## src/rtl/fetch_pkg.sv

```systemverilog
// Shared definitions for the instruction-fetch stage: FSM encoding and reset/bubble defaults.
package fetch_pkg;

  typedef enum logic [1:0] {
    S_REQ  = 2'd0,
    S_KILL = 2'd1,
    S_HOLD = 2'd2
  } fetch_state_e;

  localparam logic [31:0] NOP_INST_DEF = 32'h0000_0000;
  localparam logic [31:0] RESET_PC_DEF = 32'h0000_0000;

  function automatic logic [31:0] word_align(input logic [31:0] addr);
    return addr & ~32'h0000_0003;
  endfunction

endpackage

```

## src/rtl/fetch_stage_if.sv

```systemverilog
// Request/acknowledge bus between the fetch stage and a variable-latency instruction memory.
interface fetch_stage_if;
  logic        req;
  logic [31:0] addr;
  logic        ack;
  logic [31:0] rdata;

  modport master (output req, output addr, input ack, input rdata);
  modport slave  (input req, input addr, output ack, output rdata);
endinterface

```

## src/rtl/if_id_reg.sv

```systemverilog
// IF/ID pipeline register: loads an instruction, loads a bubble (clr), or holds when en is low.
module if_id_reg
  import fetch_pkg::*;
#(
  parameter logic [31:0] NOP_INST = NOP_INST_DEF
) (
  input  logic        clk,
  input  logic        reset,
  input  logic        en,
  input  logic        clr,
  input  logic [31:0] inst_in,
  input  logic [31:0] pc4_in,
  output logic [31:0] inst_out,
  output logic [31:0] pc4_out,
  output logic        valid_out
);

  logic [31:0] inst_q, inst_d;
  logic [31:0] pc4_q, pc4_d;
  logic        valid_q, valid_d;

  // A bubble keeps the previous PC+4 so only the instruction and valid change.
  always_comb begin
    inst_d  = inst_q;
    pc4_d   = pc4_q;
    valid_d = valid_q;
    if (en) begin
      if (clr) begin
        inst_d  = NOP_INST;
        valid_d = 1'b0;
      end else begin
        inst_d  = inst_in;
        pc4_d   = pc4_in;
        valid_d = 1'b1;
      end
    end
  end

  always_ff @(posedge clk) begin
    if (reset) begin
      inst_q  <= NOP_INST;
      pc4_q   <= 32'h0;
      valid_q <= 1'b0;
    end else begin
      inst_q  <= inst_d;
      pc4_q   <= pc4_d;
      valid_q <= valid_d;
    end
  end

  assign inst_out  = inst_q;
  assign pc4_out   = pc4_q;
  assign valid_out = valid_q;

endmodule

```

## src/rtl/fetch_stage.sv

```systemverilog
// Instruction-fetch stage: PC, imem req/ack handshake, one-entry stall buffer and
// wrong-path squash on decode redirects; feeds the IF/ID register.
module fetch_stage
  import fetch_pkg::*;
#(
  parameter logic [31:0] RESET_PC = RESET_PC_DEF,
  parameter logic [31:0] NOP_INST = NOP_INST_DEF
) (
  input  logic                  clk,
  input  logic                  reset,
  fetch_stage_if.master         imem,
  input  logic                  stall_D,
  input  logic                  pc_src_D,
  input  logic [31:0]           next_br_D,
  output logic [31:0]           inst_D,
  output logic [31:0]           PC_plus_4_D,
  output logic                  valid_D
);

  fetch_state_e state_q, state_d;
  logic [31:0]  pc_q, pc_d;
  logic [31:0]  req_addr_q, req_addr_d;
  logic [31:0]  buf_inst_q, buf_inst_d;
  logic [31:0]  buf_pc4_q, buf_pc4_d;

  logic         req;
  logic         ack;
  logic         redirect;
  logic [31:0]  target;
  logic [31:0]  pc_plus_4;
  logic         ifid_en;
  logic         ifid_clr;
  logic [31:0]  ifid_inst;
  logic [31:0]  ifid_pc4;

  // Request is suppressed during the reset cycle itself; acks without a request are ignored.
  assign req       = !reset && (state_q == S_REQ || state_q == S_KILL);
  assign ack       = imem.ack && req;
  assign redirect  = pc_src_D && !stall_D;
  assign target    = word_align(next_br_D);
  assign pc_plus_4 = pc_q + 32'd4;

  assign imem.req  = req;
  assign imem.addr = req_addr_q;

  always_comb begin
    state_d    = state_q;
    pc_d       = pc_q;
    req_addr_d = req_addr_q;
    buf_inst_d = buf_inst_q;
    buf_pc4_d  = buf_pc4_q;
    ifid_en    = !stall_D;
    ifid_clr   = 1'b1;
    ifid_inst  = imem.rdata;
    ifid_pc4   = pc_plus_4;
    unique case (state_q)
      S_REQ: begin
        if (redirect) begin
          pc_d = target;
          if (ack) req_addr_d = target;
          else     state_d    = S_KILL;
        end else if (ack) begin
          if (stall_D) begin
            buf_inst_d = imem.rdata;
            buf_pc4_d  = pc_plus_4;
            state_d    = S_HOLD;
          end else begin
            ifid_clr   = 1'b0;
            pc_d       = pc_plus_4;
            req_addr_d = pc_plus_4;
          end
        end
      end
      // The wrong-path request must still complete before the new address can go out.
      S_KILL: begin
        if (redirect) pc_d = target;
        if (ack) begin
          req_addr_d = redirect ? target : pc_q;
          state_d    = S_REQ;
        end
      end
      S_HOLD: begin
        if (redirect) begin
          pc_d       = target;
          req_addr_d = target;
          state_d    = S_REQ;
        end else if (!stall_D) begin
          ifid_clr   = 1'b0;
          ifid_inst  = buf_inst_q;
          ifid_pc4   = buf_pc4_q;
          pc_d       = pc_plus_4;
          req_addr_d = pc_plus_4;
          state_d    = S_REQ;
        end
      end
      default: state_d = S_REQ;
    endcase
  end

  always_ff @(posedge clk) begin
    if (reset) begin
      state_q    <= S_REQ;
      pc_q       <= word_align(RESET_PC);
      req_addr_q <= word_align(RESET_PC);
      buf_inst_q <= NOP_INST;
      buf_pc4_q  <= 32'h0;
    end else begin
      state_q    <= state_d;
      pc_q       <= pc_d;
      req_addr_q <= req_addr_d;
      buf_inst_q <= buf_inst_d;
      buf_pc4_q  <= buf_pc4_d;
    end
  end

  if_id_reg #(.NOP_INST(NOP_INST)) u_if_id_reg (
    .clk       (clk),
    .reset     (reset),
    .en        (ifid_en),
    .clr       (ifid_clr),
    .inst_in   (ifid_inst),
    .pc4_in    (ifid_pc4),
    .inst_out  (inst_D),
    .pc4_out   (PC_plus_4_D),
    .valid_out (valid_D)
  );

  a_no_ack_without_req: assert property (@(posedge clk) disable iff (reset) !(imem.ack && !imem.req));

endmodule

```

## src/flat_wrapper.sv

```systemverilog
// flat-port wrapper written by rule: the top's interface ports become plain ports
module fetch_stage_flat import fetch_pkg::*;
#(
  parameter logic [31:0] RESET_PC = RESET_PC_DEF,
  parameter logic [31:0] NOP_INST = NOP_INST_DEF
)
  (clk, reset, stall_D, pc_src_D, next_br_D, inst_D, PC_plus_4_D, valid_D, imem_req, imem_addr, imem_ack, imem_rdata);
  fetch_stage_if imem_i ();
  input  logic clk;
  input  logic reset;
  input  logic stall_D;
  input  logic pc_src_D;
  input  logic [31:0] next_br_D;
  output logic [31:0] inst_D;
  output logic [31:0] PC_plus_4_D;
  output logic valid_D;
  output wire logic [$bits(imem_i.req)-1:0] imem_req;
  output wire logic [$bits(imem_i.addr)-1:0] imem_addr;
  input wire logic [$bits(imem_i.ack)-1:0] imem_ack;
  input wire logic [$bits(imem_i.rdata)-1:0] imem_rdata;
  assign imem_req = imem_i.req;
  assign imem_addr = imem_i.addr;
  assign imem_i.ack = imem_ack;
  assign imem_i.rdata = imem_rdata;
  fetch_stage #(.RESET_PC(RESET_PC), .NOP_INST(NOP_INST)) u_core (.clk(clk), .reset(reset), .imem(imem_i), .stall_D(stall_D), .pc_src_D(pc_src_D), .next_br_D(next_br_D), .inst_D(inst_D), .PC_plus_4_D(PC_plus_4_D), .valid_D(valid_D));
endmodule
```

## config.mk

```make
export PLATFORM = sky130hd
export DESIGN_NAME = fetch_stage_flat
export DESIGN_NICKNAME = d
export VERILOG_FILES = /design/src/rtl/fetch_pkg.sv /design/src/rtl/fetch_stage_if.sv /design/src/rtl/if_id_reg.sv /design/src/rtl/fetch_stage.sv /design/src/flat_wrapper.sv
export SDC_FILE = /design/constraint.sdc
export NUM_CORES = 1
export LEC_CHECK = 0
export BUFFER_PORTS_ARGS = -buffer_cell sky130_fd_sc_hd__clkbuf_2
export CORE_AREA = 4 4 134 136
export DETAILED_ROUTE_END_ITERATION = 8
export DIE_AREA = 0 0 138 140
export PLACE_DENSITY_LB_ADDON = 0.08
export SYNTH_ARGS = -nofsm -noshare
export SYNTH_HDL_FRONTEND = slang
export SYNTH_SLANG_ARGS = --single-unit
```

## constraint.sdc

```tcl
create_clock -name clk -period 2.9 [get_ports clk]
set_input_delay 0.725 -clock clk [delete_from_list [all_inputs] [get_ports clk]]
set_output_delay 0.725 -clock clk [all_outputs]
set_load 0.005 [all_outputs]
```

==> reports/qor.csv, run 1 <==
stage,metric,value,unit
synthesis,synthesized netlist cell count,1125,
grt,number of antenna violations at the first check in global routing,0,
outcome,result of the run,"complete, no violations",
clock_network,Inserted Clock Buffers,17,
detailed_routing,TritonRoute pass-1 iters,5,
clock_network,clock-pin transition on the worst setup and hold timing paths,0.07,ns
synthesis,netlist area before placement,9020,µm²
timing,upper clock frequency limit,0.391,GHz
placement,# placed instances,1449,
grt,pin count of the biggest net entering global routing,86,
placement,count of buffers from port buffering,164,
synthesis,combinational family with the most area after synthesis,simple AND/OR/NAND/NOR gates,
synthesis,Synth top area share,43.3,%
critical_path,data arrival time of the critical path,2.91,ns
clock_network,H-tree levels,4,
floorplan,Boundary Pins,167,
synthesis,Synth Area in Compound Gates,21.6,%
timing,setup repair after global routing missed its margin,false,
grt,first-pass GRT wire length,41.0,mm
synthesis,adder-cell share of the synthesized area,0.139,%
grt,total routing resource utilization after global routing,25.6,%
floorplan,total die area,19300,µm²
detailed_routing,residual DRC count,0,
synthesis,"flops & latches, synth",195,
cells_and_area,Finished Core Util,63.3,%
floorplan,Core Footprint,16900,µm²
synthesis,ranking of synthesized cells by area,"sky130_fd_sc_hd__dfxtp_1, sky130_fd_sc_hd__nand2_1, sky130_fd_sc_hd__nor2_1",
detailed_routing,iteration-0 DRC count of the detailed router,944,
timing,transition at the pin with the smallest max-transition slack,0.901,ns
power_and_ir_drop,Pleak,4.10,nW
floorplan,Std-Cell Rows,48,
clock_network,maximum clock path buffer count,2,
synthesis,net count after synthesis,1195,
synthesis,share of synthesized area occupied by flip-flops and latches,43.3,%
clock_network,Sink Count,195,
placement,final weighted congestion in routability-driven placement,0.907,
floorplan,die width,138,µm
worst_hold_path,worst min-delay path class,register to register,
detailed_routing,number of nets still failing antenna checks after routing,0,
flow_run,max-cap viol count,0,
placement,worst setup timing slack at the placement stage,0.381,ns
synthesis,Mean Syn Cell Area,8.02,µm²
timing,crit share post-route,88.2,%
timing,shortest clock period the worst path allows after layout,2.56,ns
synthesis,fraction of the mapped netlist area in simple logic gates,23.0,%
clock_network,root buffer cell,sky130_fd_sc_hd__clkbuf_16,
cells_and_area,antenna fix cells,0,
synthesis,Main synth FF type,sky130_fd_sc_hd__dfxtp_1,
grt,overflow left after global routing,0,
synthesis,Cell variety after synth,55,
detailed_routing,routed via count divided by cell count,5.82,
detailed_routing,Final Routed Wirelength,25.4,mm
critical_path,critical path startpoint category,register,
synthesis,library cell with the highest instance count after synthesis,sky130_fd_sc_hd__dfxtp_1,
grt,number of global-route vias before repair,7740,
synthesis,fraction of registers with async set or reset after synthesis,0,%
cells_and_area,area added between synthesis and finish,18.8,%
clock_network,post-CTS setup-driven buffer insertion count,0,
placement,sum of net half-perimeters after detailed placement,17.5,mm
timing,tightest slew margin relative to the limit,39.7,%
floorplan,initial cell density of the core,53.3,%
power_and_ir_drop,Max IR drop VDD,0.421,mV
clock_network,count of instances resized after the clock tree is built,0,
synthesis,fraction of synthesized area in multiplexers,4.33,%
timing,final count of pins violating max slew,0,
synthesis,top post-synthesis cells by count,"sky130_fd_sc_hd__dfxtp_1, sky130_fd_sc_hd__nand2_1, sky130_fd_sc_hd__nor2_1",
timing,worst-case clock skew,0.0144,ns
clock_network,source-to-sink clock delay at the later pin of the worst-skew pair,0.44,ns
critical_path,category of the most critical setup path,register to register,
detailed_routing,Vias,8619,
timing,number of hold violations in the final report,0,
cells_and_area,share of final-layout standard cells stronger than drive strength 1,23.0,%
synthesis,area share of xor/xnor cells in the synthesized design,2.82,%
critical_path,endpoint type of the worst setup path,register,
detailed_routing,final routed wire length divided by cell count,17.1,µm
critical_path,worst endpoint required time,3.25,ns
clock_network,clock tree from TritonCTS,yes,
timing,accumulated negative setup slack,0,ns
floorplan,floorplan die height,140,µm
synthesis,cell taking the most area after synthesis,sky130_fd_sc_hd__dfxtp_1,
cells_and_area,number of cells in the finished layout apart from fillers,1481,
cells_and_area,final layout net count,1313,
synthesis,"EDFF count, synth",0,
timing,setup violators final,0,
timing,post-route worst setup slack,0.343,ns
critical_path,largest fanout of any net on the critical path,6,
cells_and_area,layout filler cell count,1534,
power_and_ir_drop,power density cells,548,nW/µm²
clock_network,# hold bufs at CTS,0,
power_and_ir_drop,Total Power,5.88,mW
synthesis,Ys Warns,0,
state kept, by name (all words and copies together) (netlist names):
| signal | count |
|---|---|
| u_core.buf_inst_q | 32 |
| u_core.buf_pc4_q | 32 |
| u_core.imem.addr | 32 |
| u_core.pc_q | 32 |
| u_core.u_if_id_reg.inst_out | 32 |
| u_core.u_if_id_reg.pc4_out | 32 |
| u_core.state_q | 2 |
| u_core.u_if_id_reg.valid_out | 1 |
layout by cell type (no fill, tap or decap), drive strengths merged, types with 9 or more instances in the layout:
cell type  Yosys  routed
o41ai         14      14
dfxtp        195     195
xor2          11      11
inv            4      11
clkbuf        88     181
o21ai         63      63
nor4          14      14
a21o          13      13
a22oi         33      33
xnor2         18      18
a21oi         80      80
or3           11      11
o211ai        10      10
mux2          32      32
nand4         18      18
buf           20      44
and4           9       9
nand2        172     172
nor3          30      30
or4           13      13
nor2         114     114
nand3         43      43
a31oi         12      12
a211oi        21      21
o31ai         11      11
per-layer routing:
metal | vias up | track usage [%] | share of wire (%)
li1 | 4268 | - | -
met1 | 4037 | 38.3 | 48
met2 | 286 | 37.5 | 44
met3 | 28 | 4.47 | 6.1
met4 | 0 | 8.11 | 1.7
met5 | - | 0 | 0
area by class of cell:
class / count / area (µm²) / share of cell area, %
multi-input combinational: 817 / 4720 / 44.1
sequential: 195 / 3900 / 36.4
timing repair buffer: 207 / 1200 / 11.2
clock buffer: 18 / 429 / 4.00
tap: 225 / 282 / 2.63
clock inverter: 14 / 165 / 1.54
inverter: 5 / 18.8 / 0.175
stage by stage:
stage / hold WS [ns] / area [µm²]
2_1_floorplan: 0.434 / 9020
3_3_place_gp: 0.424 / 10100
3_5_place_dp: 0.431 / 10100
4_1_cts: 0.441 / 10700
5_1_grt: 0.459 / 10700
6_report: 0.438 / 10700
path summary, 6_finish.rpt:
path | startpoint | endpoint | slack (ns) | depth (start not counted)
worst max-delay path | u_core.pc_q[3] | u_core.pc_q[30] | 0.34 | 6
worst min-delay path | u_core.u_if_id_reg.pc4_out[18] | u_core.u_if_id_reg.pc4_out[18] | 0.44 | 2
worst max register to register | u_core.pc_q[3] | u_core.pc_q[30] | 0.34 | 6
worst min register to register | u_core.u_if_id_reg.pc4_out[18] | u_core.u_if_id_reg.pc4_out[18] | 0.44 | 2
where the power goes:
part	switching, mW	leakage, nW	internal, mW
clock	1.10	0.287	1.30
combinational	0.376	2.23	0.250
sequential	0.0828	1.58	2.77
worst max-delay path: stages, from the launching register on:
cell	delay [ns]
sky130_fd_sc_hd__dfxtp_1	0.42
sky130_fd_sc_hd__ha_1	0.26
sky130_fd_sc_hd__nand3_1	0.14
sky130_fd_sc_hd__or3_4	0.44
sky130_fd_sc_hd__or4_4	0.57
sky130_fd_sc_hd__or4_1	0.47
sky130_fd_sc_hd__a31oi_1	0.18
cells by family after synthesis:
| family | count (synthesis) |
|---|---|
| compound gates | 300 |
| buf+inv | 113 |
| flops | 195 |
| xor+xnor | 29 |
| fa+ha+maj | 1 |
| simple gates | 452 |
| mux | 35 |
No activity file was read; power rests on OpenSTA's default activity.
==> inputs of run 2 (changes only) <==
Settings changed: REMOVE_ABC_BUFFERS set to 1.
==> run 2 against run 1 <==
- combinational power about the same
- sequential power about the same
- clock skew decreased by 0.0039 ns
- first-iteration DRC count decreased by 46%
- flip-flop and latch count unchanged
- via count increased by 0.17%
- critical path depth unchanged
- critical path type unchanged
- total power increased by 0.79%
- design area about the same
- die area unchanged
- largest cell class unchanged
- non-clock buffer count increased by 1
==> reports/qor.csv, run 2 (synthesized netlist as in run 1, its figures left out) <==
stage,metric,value,unit,change
floorplan,die width,138,µm,unchanged
timing,number of hold violations in the final report,0,,unchanged
timing,setup violators final,0,,unchanged
critical_path,data arrival time of the critical path,2.91,ns,about the same
power_and_ir_drop,Pleak,4.11,nW,was 4.10 nW
clock_network,H-tree levels,4,,unchanged
grt,first-pass GRT wire length,41.7,mm,was 41.0 mm
critical_path,critical path startpoint category,register,,unchanged
detailed_routing,Vias,8634,,was 8619
cells_and_area,antenna fix cells,0,,unchanged
cells_and_area,post-route cell area,10700,µm²,about the same
clock_network,Sink Count,195,,unchanged
timing,shortest clock period the worst path allows after layout,2.56,ns,about the same
grt,overflow left after global routing,0,,unchanged
timing,transition at the pin with the smallest max-transition slack,1.02,ns,was 0.901 ns
clock_network,# hold bufs at CTS,0,,unchanged
floorplan,initial cell density of the core,53.3,%,unchanged
power_and_ir_drop,power density cells,552,nW/µm²,was 548 nW/µm²
clock_network,clock-pin transition on the worst setup and hold timing paths,0.07,ns,about the same
critical_path,worst endpoint required time,3.26,ns,was 3.25 ns
timing,upper clock frequency limit,0.391,GHz,about the same
placement,worst setup timing slack at the placement stage,0.309,ns,was 0.381 ns
detailed_routing,residual DRC count,0,,unchanged
critical_path,largest fanout of any net on the critical path,6,,unchanged
clock_network,clock tree from TritonCTS,yes,,unchanged
timing,crit share post-route,88.2,%,about the same
clock_network,count of instances resized after the clock tree is built,0,,unchanged
floorplan,Std-Cell Rows,48,,unchanged
clock_network,post-CTS setup-driven buffer insertion count,0,,unchanged
detailed_routing,Final Routed Wirelength,25.1,mm,was 25.4 mm
grt,total routing resource utilization after global routing,25.8,%,was 25.6%
worst_hold_path,worst min-delay path class,register to register,,unchanged
critical_path,category of the most critical setup path,register to register,,unchanged
cells_and_area,Register Area,3900,µm²,unchanged
power_and_ir_drop,Max IR drop VDD,0.440,mV,was 0.421 mV
placement,count of buffers from port buffering,164,,unchanged
detailed_routing,iteration-0 DRC count of the detailed router,512,,was 944
flow_run,max-cap viol count,0,,unchanged
timing,tightest slew margin relative to the limit,31.9,%,was 39.7%
floorplan,total die area,19300,µm²,unchanged
grt,number of antenna violations at the first check in global routing,0,,unchanged
grt,number of global-route vias before repair,8106,,was 7740
cells_and_area,most frequent standard cell in the layout excluding fill and tap cells,sky130_fd_sc_hd__dfxtp_1,,unchanged
detailed_routing,TritonRoute pass-1 iters,5,,unchanged
clock_network,root buffer cell,sky130_fd_sc_hd__clkbuf_16,,unchanged
cells_and_area,share of final-layout standard cells stronger than drive strength 1,23.2,%,was 23.0%
placement,final weighted congestion in routability-driven placement,0.896,,was 0.907
cells_and_area,area added between synthesis and finish,18.9,%,was 18.8%
timing,post-route worst setup slack,0.342,ns,was 0.343 ns
placement,# placed instances,1450,,was 1449
cells_and_area,final layout net count,1314,,was 1313
cells_and_area,multi-input logic area,4720,µm²,unchanged
outcome,result of the run,"complete, no violations",,unchanged
cells_and_area,"leading cell types in the layout, fill and taps excluded","sky130_fd_sc_hd__dfxtp_1, sky130_fd_sc_hd__nand2_1, sky130_fd_sc_hd__clkbuf_2",,unchanged
placement,sum of net half-perimeters after detailed placement,16.8,mm,was 17.5 mm
cells_and_area,layout filler cell count,1568,,was 1534
timing,worst-case clock skew,0.0104,ns,was 0.0144 ns
cells_and_area,number of cells in the finished layout apart from fillers,1482,,was 1481
clock_network,Inserted Clock Buffers,17,,unchanged
floorplan,Core Footprint,16900,µm²,unchanged
timing,final count of pins violating max slew,0,,unchanged
placement,area post-placement,10100,µm²,about the same
clock_network,maximum clock path buffer count,2,,unchanged
detailed_routing,routed via count divided by cell count,5.83,,was 5.82
floorplan,Boundary Pins,167,,unchanged
clock_network,source-to-sink clock delay at the later pin of the worst-skew pair,0.43,ns,was 0.44 ns
floorplan,floorplan die height,140,µm,unchanged
detailed_routing,final routed wire length divided by cell count,16.9,µm,was 17.1 µm
grt,pin count of the biggest net entering global routing,99,,was 86
timing,setup repair after global routing missed its margin,false,,unchanged
detailed_routing,number of nets still failing antenna checks after routing,0,,unchanged
critical_path,endpoint type of the worst setup path,register,,unchanged
[run 2: changes by cell type in the layout (fill, tap and decap cells not counted), sizes merged]
cell | previous run | this run
clkbuf | 181 | 180
buf | 44 | 45
inv | 11 | 12
[run 2: routing by layer]
metal	vias to the layer above	GRT usage [%]	wire length [µm]
met4	0	7.96	396
met1	4007	36.3	11600
li1	4277	-	-
met5	-	0	0
met2	317	41.0	11300
met3	33	3.99	1720
[run 2: cell type report]
class,count,area share [%]
Clock buffer,17,3.97
Timing Repair Buffer,208,11.0
Sequential cell,195,36.4
Multi-Input combinational cell,817,44.0
Tap cell,225,2.63
Inverter,5,0.175
Clock inverter,15,1.79
[run 2: worst paths after layout]
check,cells after the start,to,startpoint,slack [ns]
setup / recovery,6,u_core.pc_q[30],u_core.pc_q[3],0.34
hold / removal,2,u_core.u_if_id_reg.pc4_out[15],u_core.u_if_id_reg.pc4_out[15],0.45
setup reg to reg,6,u_core.pc_q[30],u_core.pc_q[3],0.34
hold reg to reg,2,u_core.u_if_id_reg.pc4_out[15],u_core.u_if_id_reg.pc4_out[15],0.45
[run 2: worst max-delay path, stage by stage (launching register included)]
cell and delay (ns):
sky130_fd_sc_hd__dfxtp_1 0.43, sky130_fd_sc_hd__ha_1 0.26, sky130_fd_sc_hd__nand3_1 0.13, sky130_fd_sc_hd__or3_4 0.44, sky130_fd_sc_hd__or4_4 0.57, sky130_fd_sc_hd__or4_1 0.47
sky130_fd_sc_hd__a31oi_1 0.17
[run 2: stage by stage]
step | TNS, ns | util [%] | power, mW | hold slack, ns
2_1_floorplan | -77.76 | - | 3.22 | 0.428
3_3_place_gp | 0 | 59.7 | 3.52 | 0.426
3_5_place_dp | 0 | 59.7 | 3.53 | 0.441
4_1_cts | 0 | 63.3 | 5.96 | 0.451
5_1_grt | 0 | 63.3 | 6.15 | 0.466
6_report | 0 | 63.3 | 5.92 | 0.448
[run 2: power breakdown]
part	switching [mW]	total [mW]	internal, mW
combinational	0.378	0.626	0.247
clock	1.14	2.45	1.32
sequential	0.0746	2.84	2.77
==> inputs of run 3 (changes only) <==
Settings changed: ABC_AREA set to 1, CORE_AREA 4 4 134 136 to 4 4 133 135, DIE_AREA 0 0 138 140 to 0 0 137 139.
==> run 3 against run 2 <==
- cell count up 11%
- first-iteration DRC count increased by 32%
- largest cell class unchanged
- clock-buffer cell count rose by 2
- largest power group unchanged
- flip-flop and latch count is the same
- via count about the same
==> reports/qor.csv, run 3 <==
stage,metric,value,unit,change
detailed_routing,Final Routed Wirelength,24.3,mm,was 25.1 mm
clock_network,Sink Count,195,,unchanged
synthesis,synthesized netlist cell count,1279,,was 1125
detailed_routing,number of nets still failing antenna checks after routing,0,,unchanged
critical_path,Crit path largest cell delay,0.44,ns,was 0.57 ns
grt,first-pass GRT wire length,39.8,mm,was 41.7 mm
timing,worst-case clock skew,0.00949,ns,was 0.0104 ns
clock_network,post-CTS setup-driven buffer insertion count,0,,unchanged
timing,tightest slew margin relative to the limit,34.8,%,was 31.9%
critical_path,data arrival time of the critical path,2.52,ns,was 2.91 ns
power_and_ir_drop,Pleak,4.92,nW,was 4.11 nW
grt,pin count of the biggest net entering global routing,75,,was 99
critical_path,startpoint of the most critical setup path,u_core.pc_q[2],,was u_core.pc_q[3]
critical_path,endpoint type of the worst setup path,register,,unchanged
timing,shortest clock period the worst path allows after layout,2.17,ns,was 2.56 ns
clock_network,count of instances resized after the clock tree is built,0,,unchanged
floorplan,die width,137,µm,was 138 µm
critical_path,CP max-delay cell,sky130_fd_sc_hd__dfxtp_1,,was sky130_fd_sc_hd__or4_4
timing,upper clock frequency limit,0.461,GHz,was 0.391 GHz
clock_network,clock tree from TritonCTS,yes,,unchanged
clock_network,clock-pin transition on the worst setup and hold timing paths,0.07,ns,about the same
cells_and_area,most frequent standard cell in the layout excluding fill and tap cells,sky130_fd_sc_hd__nand2_1,,was sky130_fd_sc_hd__dfxtp_1
placement,sum of net half-perimeters after detailed placement,16.4,mm,was 16.8 mm
detailed_routing,TritonRoute pass-1 iters,5,,unchanged
critical_path,critical path startpoint category,register,,unchanged
cells_and_area,final layout net count,1477,,was 1314
synthesis,Ys Warns,0,,unchanged
critical_path,startpoint of the most critical register-to-register path,u_core.pc_q[2],,was u_core.pc_q[3]
synthesis,fraction of registers with async set or reset after synthesis,0,%,unchanged
grt,total routing resource utilization after global routing,25.8,%,about the same
floorplan,Core Footprint,16500,µm²,was 16900 µm²
synthesis,Main synth FF type,sky130_fd_sc_hd__dfxtp_1,,unchanged
clock_network,# hold bufs at CTS,0,,unchanged
floorplan,Boundary Pins,167,,unchanged
cells_and_area,area added between synthesis and finish,17.4,%,was 18.9%
timing,setup violators final,0,,unchanged
critical_path,category of the most critical setup path,register to register,,unchanged
clock_network,root buffer cell,sky130_fd_sc_hd__clkbuf_16,,unchanged
synthesis,netlist area before placement,8870,µm²,was 9020 µm²
synthesis,"flops & latches, synth",195,,unchanged
synthesis,Synth top area share,44.0,%,was 43.3%
detailed_routing,final routed wire length divided by cell count,14.8,µm,was 16.9 µm
grt,overflow left after global routing,0,,unchanged
critical_path,worst endpoint required time,3.25,ns,was 3.26 ns
placement,count of buffers from port buffering,164,,unchanged
cells_and_area,"leading cell types in the layout, fill and taps excluded","sky130_fd_sc_hd__nand2_1, sky130_fd_sc_hd__dfxtp_1, sky130_fd_sc_hd__clkbuf_2",,"was sky130_fd_sc_hd__dfxtp_1, sky130_fd_sc_hd__nand2_1, sky130_fd_sc_hd__clkbuf_2"
floorplan,floorplan die height,139,µm,was 140 µm
timing,number of hold violations in the final report,0,,unchanged
floorplan,total die area,19000,µm²,was 19300 µm²
synthesis,top post-synthesis cells by count,"sky130_fd_sc_hd__nand2_1, sky130_fd_sc_hd__dfxtp_1, sky130_fd_sc_hd__a21oi_1",,"was sky130_fd_sc_hd__dfxtp_1, sky130_fd_sc_hd__nand2_1, sky130_fd_sc_hd__nor2_1"
flow_run,max-cap viol count,0,,unchanged
critical_path,cell mode on critical path,sky130_fd_sc_hd__nand2_1,,
timing,final count of pins violating max slew,0,,unchanged
synthesis,Mean Syn Cell Area,6.94,µm²,was 8.02 µm²
placement,final weighted congestion in routability-driven placement,0.898,,was 0.896
outcome,result of the run,"complete, no violations",,unchanged
timing,setup repair after global routing missed its margin,false,,unchanged
cells_and_area,number of cells in the finished layout apart from fillers,1640,,was 1482
clock_network,Inserted Clock Buffers,17,,unchanged
synthesis,cell taking the most area after synthesis,sky130_fd_sc_hd__dfxtp_1,,unchanged
floorplan,initial cell density of the core,53.9,%,was 53.3%
detailed_routing,iteration-0 DRC count of the detailed router,678,,was 512
timing,transition at the pin with the smallest max-transition slack,0.976,ns,was 1.02 ns
detailed_routing,residual DRC count,0,,unchanged
synthesis,library cell with the highest instance count after synthesis,sky130_fd_sc_hd__nand2_1,,was sky130_fd_sc_hd__dfxtp_1
grt,number of global-route vias before repair,7882,,was 8106
detailed_routing,routed via count divided by cell count,5.26,,was 5.83
floorplan,Std-Cell Rows,47,,was 48
synthesis,share of synthesized area occupied by flip-flops and latches,44.0,%,was 43.3%
synthesis,ranking of synthesized cells by area,"sky130_fd_sc_hd__dfxtp_1, sky130_fd_sc_hd__nand2_1, sky130_fd_sc_hd__a21oi_1",,"was sky130_fd_sc_hd__dfxtp_1, sky130_fd_sc_hd__nand2_1, sky130_fd_sc_hd__nor2_1"
worst_hold_path,worst min-delay path class,register to register,,unchanged
worst_hold_path,critical hold path startpoint,u_core.imem.addr[21],,was u_core.u_if_id_reg.pc4_out[15]
cells_and_area,layout filler cell count,1603,,was 1568
grt,number of antenna violations at the first check in global routing,0,,unchanged
placement,# placed instances,1608,,was 1450
cells_and_area,antenna fix cells,0,,unchanged
clock_network,H-tree levels,4,,unchanged
clock_network,source-to-sink clock delay at the later pin of the worst-skew pair,0.44,ns,was 0.43 ns
critical_path,largest fanout of any net on the critical path,6,,unchanged
critical_path,ordered list of cells on the worst path,ha_1 > nand2_1 > nor2_1 > nand2_1 > nor2_1 > nand2_1 > nand3_1 > o21ai_0 > a21oi_1,,was ha_1 > nand3_1 > or3_4 > or4_4 > or4_1 > a31oi_1
timing,crit share post-route,74.8,%,was 88.2%
synthesis,Cell variety after synth,35,,was 55
power_and_ir_drop,Max IR drop VDD,0.487,mV,was 0.440 mV
power_and_ir_drop,power density cells,578,nW/µm²,was 552 nW/µm²
detailed_routing,Vias,8627,,was 8634
timing,accumulated negative setup slack,0,ns,unchanged
synthesis,"EDFF count, synth",0,,unchanged
cells_and_area,share of final-layout standard cells stronger than drive strength 1,16.8,%,was 23.2%
clock_network,maximum clock path buffer count,2,,unchanged
[run 3: worst paths after layout]
kind | end | slack, ns | depth (start not counted)
min | u_core.imem.addr[21] | 0.45 | 2
max | u_core.u_if_id_reg.pc4_out[18] | 0.73 | 9
min reg2reg | u_core.imem.addr[21] | 0.45 | 2
max reg2reg | u_core.u_if_id_reg.pc4_out[18] | 0.73 | 9
[run 3: area by class of cell]
type	count	area, µm²	share of cell area [%]
Multi-Input combinational cell	864	4090	39.2
Sequential cell	195	3900	37.5
Timing Repair Buffer	187	1030	9.92
Inverter	142	533	5.12
Clock buffer	19	443	4.25
Tap cell	220	275	2.64
Clock inverter	13	140	1.35
[run 3: cells by family after synthesis]
logic type / Yosys count / share of synthesized area [%]
AO/OA/AOI/OAI: 352 / 21.8
AND/OR/NAND/NOR: 499 / 22.8
buffers and inverters: 220 / 10.0
flip-flops: 195 / 44.0
XOR/XNOR: 12 / 1.18
adder cells (fa/ha/maj): 1 / 0.141
[run 3: worst max-delay path: cells and delay by family, from the launching register on]
kind                     cells  cell delay (ns)
AO/OA/AOI/OAI                2             0.34
adder cells (fa/ha/maj)      1             0.25
flip-flops                   1             0.44
AND/OR/NAND/NOR              6             1.06
[run 3: power breakdown]
| group | switching [mW] | internal, mW | total [mW] |
|---|---|---|---|
| combinational | 0.475 | 0.265 | 0.740 |
| clock | 1.13 | 1.24 | 2.37 |
| sequential | 0.102 | 2.81 | 2.91 |
[run 3: stage by stage]
step	total power [mW]	utilization, %	hold WS (ns)	worst slack (ns)	instance area, µm²
after detailed placement	3.70	59.7	0.439	0.395	9830
after floorplan	3.39	-	0.447	-0.181	8520
final	6.02	63.3	0.451	0.729	10400
after global routing	6.29	63.3	0.470	0.582	10400
after CTS	6.04	63.3	0.455	0.802	10400
after global placement	3.69	59.7	0.437	0.460	9830
[run 3: per-layer routing]
layer,vias to the layer above,routed length [µm],GRT usage [%]
li1,4421,-,-
met1,3894,11000,35.7
met2,286,11300,41.3
met3,26,1670,4.68
met4,0,337,7.09
met5,-,0,0
